## config.mk

```make
export PLATFORM = sky130hd
export DESIGN_NAME = execute_mul_pipe
export DESIGN_NICKNAME = d
export VERILOG_FILES = /design/src/rtl/execute_mul_pipe.sv
export SDC_FILE = /design/constraint.sdc
export NUM_CORES = 2
export LEC_CHECK = 0
export CORE_ASPECT_RATIO = 1.5
export CORE_UTILIZATION = 50
export DETAILED_ROUTE_END_ITERATION = 6
export PLACE_DENSITY = 0.75
export SYNTH_ARGS = -nofsm -noshare
export SYNTH_HDL_FRONTEND = slang
export SYNTH_SLANG_ARGS = --single-unit
```

## constraint.sdc

```tcl
create_clock -name clk -period 21.7 [get_ports clk]
set_input_delay 2.17 -clock clk [delete_from_list [all_inputs] [get_ports clk]]
set_output_delay 2.17 -clock clk [all_outputs]
set_load 0.01 [all_outputs]
```

## src/rtl/execute_mul_pipe.sv

```systemverilog
// execute_mul_pipe: pipelined RV M-extension multiply execute unit.
//   Pops issue packs from the mul issue FIFO. Computes mul/mulh/mulhsu/mulhu
//   over STAGES register stages. Drives the mul writeback port and an early
//   wakeup/bypass feedback packet.
// Ports:
//   clk, rst                          clock, synchronous active-high reset
//   issue_mul_fifo_data_out/_valid    FIFO head pack and its valid
//   issue_mul_fifo_pop                dequeue FIFO head this cycle
//   mul_wb_port_data_in/_we           writeback pack and write strobe
//   mul_wb_port_flush                 clear writeback port (rst | flush)
//   mul_wb_port_full                  writeback port backpressure
//   mul_execute_channel_feedback_pack wakeup/bypass value
//   commit_feedback_pack              commit feedback; flush source
// Value fields in the packs are VAL_W (64) bits wide. XLEN selects how many
// of those bits take part in the arithmetic; rd_value is zero-extended.

package execute_mul_pkg;
   localparam int VAL_W = 64;
   localparam int ROB_W = 7;
   localparam int PHY_W = 6;

   typedef enum logic [1:0] {
      MUL_OP_MUL, MUL_OP_MULH, MUL_OP_MULHSU, MUL_OP_MULHU
   } mul_op_t;

   typedef enum logic [3:0] {
      EXC_INSTR_MISALIGNED    = 4'd0,
      EXC_INSTR_ACCESS_FAULT  = 4'd1,
      EXC_ILLEGAL_INSTRUCTION = 4'd2,
      EXC_BREAKPOINT          = 4'd3
   } exception_id_t;

   typedef struct packed {
      logic             enable;
      logic             valid;
      logic [ROB_W-1:0] rob_id;
      logic [31:0]      pc;
      logic             has_exception;
      exception_id_t    exception_id;
      logic [31:0]      exception_value;
      logic [4:0]       rd;
      logic             rd_enable;
      logic             need_rename;
      logic [PHY_W-1:0] rd_phy;
      mul_op_t          op;
      logic [VAL_W-1:0] src1_value;
      logic [VAL_W-1:0] src2_value;
   } issue_execute_pack_t;

   typedef struct packed {
      logic             enable;
      logic             valid;
      logic [ROB_W-1:0] rob_id;
      logic [31:0]      pc;
      logic             has_exception;
      exception_id_t    exception_id;
      logic [31:0]      exception_value;
      logic [4:0]       rd;
      logic             rd_enable;
      logic             need_rename;
      logic [PHY_W-1:0] rd_phy;
      logic [VAL_W-1:0] rd_value;
   } execute_wb_pack_t;

   typedef struct packed {
      logic             enable;
      logic [PHY_W-1:0] phy_id;
      logic [VAL_W-1:0] value;
   } execute_feedback_channel_t;

   typedef struct packed {
      logic enable;
      logic flush;
   } commit_feedback_pack_t;
endpackage

module execute_mul_pipe
   import execute_mul_pkg::*;
#(
   parameter int XLEN   = 32,
   parameter int STAGES = 3
)(
   input  logic                      clk,
   input  logic                      rst,
   input  issue_execute_pack_t       issue_mul_fifo_data_out,
   input  logic                      issue_mul_fifo_data_out_valid,
   output logic                      issue_mul_fifo_pop,
   output execute_wb_pack_t          mul_wb_port_data_in,
   output logic                      mul_wb_port_we,
   output logic                      mul_wb_port_flush,
   input  logic                      mul_wb_port_full,
   output execute_feedback_channel_t mul_execute_channel_feedback_pack,
   input  commit_feedback_pack_t     commit_feedback_pack
);
   localparam int PW   = 2*XLEN + 2;
   localparam int LAST = STAGES - 1;

   logic [STAGES-1:0]    r_vld;
   issue_execute_pack_t  r_pack [STAGES];
   issue_execute_pack_t  w_tail;
   logic                 w_flush, w_stall, w_pop, w_we;
   logic signed [XLEN:0] w_a, w_b;
   logic signed [PW-1:0] w_prod0, w_prod;
   logic [XLEN-1:0]      w_result;
   logic                 w_a_sgn, w_b_sgn;
   logic                 w_unused;

   assign w_flush = commit_feedback_pack.enable & commit_feedback_pack.flush;
   // Stall is global: a full port freezes every stage, bubbles included.
   assign w_stall = r_vld[LAST] & mul_wb_port_full;
   assign w_pop   = issue_mul_fifo_data_out_valid & ~w_stall & ~w_flush & ~rst;
   assign w_we    = r_vld[LAST] & ~mul_wb_port_full & ~w_flush & ~rst;

   assign issue_mul_fifo_pop = w_pop;
   assign mul_wb_port_we     = w_we;
   assign mul_wb_port_flush  = rst | w_flush;

   // Valid shift register; flush and reset win over stall.
   always_ff @(posedge clk) begin
      if (rst || w_flush) begin
         r_vld <= '0;
      end else if (!w_stall) begin
         r_vld[0] <= w_pop;
         for (int k = 1; k < STAGES; k++) r_vld[k] <= r_vld[k-1];
      end
   end

   // Pack payload needs no reset; it is qualified by r_vld.
   always_ff @(posedge clk) begin
      if (!w_stall) begin
         if (w_pop) r_pack[0] <= issue_mul_fifo_data_out;
         for (int k = 1; k < STAGES; k++) r_pack[k] <= r_pack[k-1];
      end
   end

   // XLEN+1-bit operand extension lets one signed multiplier cover all
   // four signedness combinations.
   assign w_a_sgn = (r_pack[0].op == MUL_OP_MULH) || (r_pack[0].op == MUL_OP_MULHSU);
   assign w_b_sgn = (r_pack[0].op == MUL_OP_MULH);
   assign w_a     = {w_a_sgn & r_pack[0].src1_value[XLEN-1], r_pack[0].src1_value[XLEN-1:0]};
   assign w_b     = {w_b_sgn & r_pack[0].src2_value[XLEN-1], r_pack[0].src2_value[XLEN-1:0]};
   assign w_prod0 = PW'(w_a) * PW'(w_b);

   // The product is formed between s[0] and s[1] and then carried along.
   // A single-stage pipe multiplies combinationally out of s[0].
   if (STAGES == 1) begin : g_comb
      assign w_prod = w_prod0;
   end else begin : g_pipe
      logic signed [PW-1:0] r_prod [1:STAGES-1];
      always_ff @(posedge clk) begin
         if (!w_stall) begin
            r_prod[1] <= w_prod0;
            for (int k = 2; k < STAGES; k++) r_prod[k] <= r_prod[k-1];
         end
      end
      assign w_prod = r_prod[STAGES-1];
   end

   assign w_tail   = r_pack[LAST];
   assign w_result = (w_tail.op == MUL_OP_MUL) ? w_prod[XLEN-1:0] : w_prod[2*XLEN-1:XLEN];

   always_comb begin
      mul_wb_port_data_in = '0;
      if (r_vld[LAST]) begin
         mul_wb_port_data_in.enable          = w_tail.enable;
         mul_wb_port_data_in.valid           = w_tail.valid;
         mul_wb_port_data_in.rob_id          = w_tail.rob_id;
         mul_wb_port_data_in.pc              = w_tail.pc;
         mul_wb_port_data_in.has_exception   = w_tail.has_exception;
         mul_wb_port_data_in.exception_id    = w_tail.exception_id;
         mul_wb_port_data_in.exception_value = w_tail.exception_value;
         mul_wb_port_data_in.rd              = w_tail.rd;
         mul_wb_port_data_in.rd_enable       = w_tail.rd_enable;
         mul_wb_port_data_in.need_rename     = w_tail.need_rename;
         mul_wb_port_data_in.rd_phy          = w_tail.rd_phy;
         if (w_tail.valid && !w_tail.has_exception)
            mul_wb_port_data_in.rd_value = VAL_W'(w_result);
      end
   end

   // Wakeup only for real, renamed destinations that are actually written.
   always_comb begin
      mul_execute_channel_feedback_pack = '0;
      if (w_we && w_tail.valid && !w_tail.has_exception && w_tail.rd_enable && w_tail.need_rename) begin
         mul_execute_channel_feedback_pack.enable = 1'b1;
         mul_execute_channel_feedback_pack.phy_id = w_tail.rd_phy;
         mul_execute_channel_feedback_pack.value  = mul_wb_port_data_in.rd_value;
      end
   end

   // Operand copies in the last stage and the product guard bits are never
   // consumed.
   assign w_unused = ^{w_tail.src1_value, w_tail.src2_value, w_prod[PW-1:2*XLEN]};

endmodule

```

==> summary.txt <==
Outcome
  – Status: finished clean

Critical path
  – WP data arrival: 9.87 ns
  – CP Buf/Inv Count: 6
  – Crit. End Element: flop
  – Slowest cell on the critical path: fa_1
  – Critical path type: flop to flop
  – Largest stage delay, worst path: 0.76 ns
  – Top cell family by delay on the critical path: adder cells
  – Top cell by count, worst path: fa_1
  – Crit path launch type: flop
  – CP max FO: 32
  – Data required time of the critical path: 22.05 ns

Synthesis
  – Mapped Area: 54200 um2
  – Most frequent cell after synthesis: inv_1
  – Synth top area share: 41.6%
  – Mean area per synthesized cell: 10.7 um2
  – Synth area leader: fa_1
  – Post-synth EDFFs: 471
  – Register bit count reported by yosys: 474
  – Top post-synthesis cells by area: fa_1 42%, edfxtp_1 26%, inv_1 8.3%
  – Post-synthesis sequential area ratio: 26.2%
  – Ys async rst share: 0%
  – Top post-synthesis cells by count: 1200 x inv_1, 1125 x fa_1, 812 x nand2_1
  – Post-synthesis cell type count: 63
  – Main flop type after synthesis: edfxtp_1
  – Yosys warnings: 0
  – Mapped Cells: 5051

Clock network
  – Cts hold-fix bufs: 0
  – CTS Buf Count: 44
  – CTS tree: built
  – Post-CTS sizing: 0
  – Sink Count: 474
  – Root Buffer: clkbuf_16
  – Post-CTS Setup Bufs: 0
  – Max Root-Sink Buffers: 3
  – Clk_lat worst skew: 0.63 ns
  – Total number of H-tree levels: 2
  – Clk slew on worst S/H paths: 0.07 ns

Finish
  – Fillers: 8889
  – Nets@finish: 6820
  – Non-Filler Instances: 6706
  – Layout area overhead: 11.0%
  – Share of layout cells above drive strength 1: 3.27%

Global routing
  – First-pass GRT wire length: 222000 um
  – Grt ovf: 0
  – Total GRT Usage: 27.1%
  – Vias in the first global route: 39529
  – Initial antenna violation count: 2
  – Largest net degree at the start of global routing: 127

Timing
  – Clk_skew: 0.0378 ns
  – Slew Viols, Final: 0
  – Worst slew pin tran: 1.10 ns
  – Max_slew headroom: 26.1%
  – Final hold vios: 0
  – RSZ-0062 raised after global routing: false
  – Period utilisation layout: 43.9%
  – Max Clock Freq: 105 MHz
  – Final setup vio count: 0
  – TNS Setup: 0 ns
  – Tmin final: 9.52 ns

Drt
  – Via/cell ratio: 5.41
  – DR top layer: met5
  – WL final: 143000 um
  – DR pass1 iterations: 6
  – WL met2: 73900 um
  – Iteration-0 DRC Markers: 2345
  – WL met1: 46200 um
  – Met3 routed WL: 11000 um
  – Antenna viol nets, final: 0
  – Vias: 36281
  – WL/cell: 21.4 um
  – # DRC: 0

Floorplan
  – Initial core utilization: 50.5%
  – Die H: 405 um
  – Ports: 456
  – # rows: 147
  – Core area: 107000 um2
  – Die area: 110000 um2
  – Die width: 271 um

Placement
  – PortBufs: 327
  – Dpl hpwl: 106000 um
  – GP Congestion: 0.930
  – Placed Cells: 6624

Run
  – MaxCap Viol Count: 0

Hold path
  – Hold WC Path Type: flop to flop
[per-layer routing]
metal,track usage [%],vias up
li1,-,15214
met1,29.1,18518
met2,47.9,1819
met3,4.87,726
met4,19.9,4
met5,0,-
[worst register-to-register path: cells and delay by family (launching register included)]
kind	cells	cell delay [ns]
buffers and inverters	6	1.24
AOI/OAI and AO/OA	3	1.15
DFF	1	0.46
and+or+nand+nor	6	1.25
adders and majority gates	10	5.14
[cells by family (layout without fill, tap and decap cells)]
family | count (synthesis) | after routing | share of synthesized area [%]
compound gates | 194 | 194 | 2.41
xor+xnor | 71 | 71 | 1.15
fa+ha+maj | 1338 | 1338 | 46.5
buf+inv | 1507 | 1683 | 10.9
flops | 474 | 474 | 26.2
mux | 34 | 34 | 0.628
other cells | 1 | 65 | 0.00692
simple gates | 1432 | 1432 | 12.2
[cell usage in the layout, fill, tap and decap left out, types with 4 or more instances in the layout]
cell type / count
a21boi_0: 6
a21o_1: 34
a21oi_1: 59
a31oi_1: 6
and2_1: 388
and3_1: 6
buf_4: 74
clkbuf_16: 44
clkdlybuf4s50_1: 327
clkinv_1: 6
clkinv_2: 9
clkinvlp_4: 4
conb_1: 64
edfxtp_1: 471
fa_1: 1125
ha_1: 213
inv_1: 1200
mux2i_1: 34
nand2_1: 809
nand2b_1: 5
nand3_1: 16
nand4_1: 14
nor2_1: 99
nor2b_1: 6
nor3_1: 50
o2111ai_1: 4
o21a_1: 12
o21ai_0: 27
o21bai_1: 8
o221ai_1: 4
or2_2: 10
or3_1: 7
or4_1: 4
xnor2_1: 49
xor2_1: 22
[per-stage QoR]
step                      utilization, %  instance area, um2  hold slack [ns]  setup WS, ns
after floorplan                        -               54400            0.400          4.77
final                               56.1               60200            0.412         12.18
after CTS                           56.1               60200            0.411         12.34
after global routing                56.1               60200            0.413         11.76
after detailed placement            54.7               58700            0.405         12.39
after global placement              54.7               58700            0.400         12.42
[cell type report]
type / count / area [um2] / share of cell area, %
Antenna cell: 1 / 2.50 / 0.00416
Clock buffer: 49 / 1140 / 1.89
Clock inverter: 32 / 349 / 0.580
Inverter: 1200 / 4500 / 7.48
Multi-Input combinational cell: 3133 / 34400 / 57.1
Sequential cell: 474 / 14200 / 23.6
Tap cell: 1415 / 1770 / 2.94
Timing Repair Buffer: 402 / 3850 / 6.40
[flip-flops by register name, indices dropped and copies added, names as in the netlist]
name and cells:
g_pipe.r_prod 128, r_pack 343, r_vld 3
[path summary, 6_finish.rpt]
kind | from | end | slack, ns | depth (start not counted)
worst max register to register | r_pack[0][128]$_DFFE_PP_ | g_pipe.r_prod[1][61]$_DFFE_PN_ | 12.18 | 25
worst max-delay path | r_pack[0][128]$_DFFE_PP_ | g_pipe.r_prod[1][61]$_DFFE_PN_ | 12.18 | 25
worst min-delay path | r_pack[0][195]$_DFFE_PP_ | r_pack[0][416]$_DFFE_PN_ | 0.41 | 0
worst min register to register | r_pack[0][195]$_DFFE_PP_ | r_pack[0][416]$_DFFE_PN_ | 0.41 | 0
Power is not shown: default switching activity piles up to over one toggle a cycle in this logic, so the estimate is an artifact.
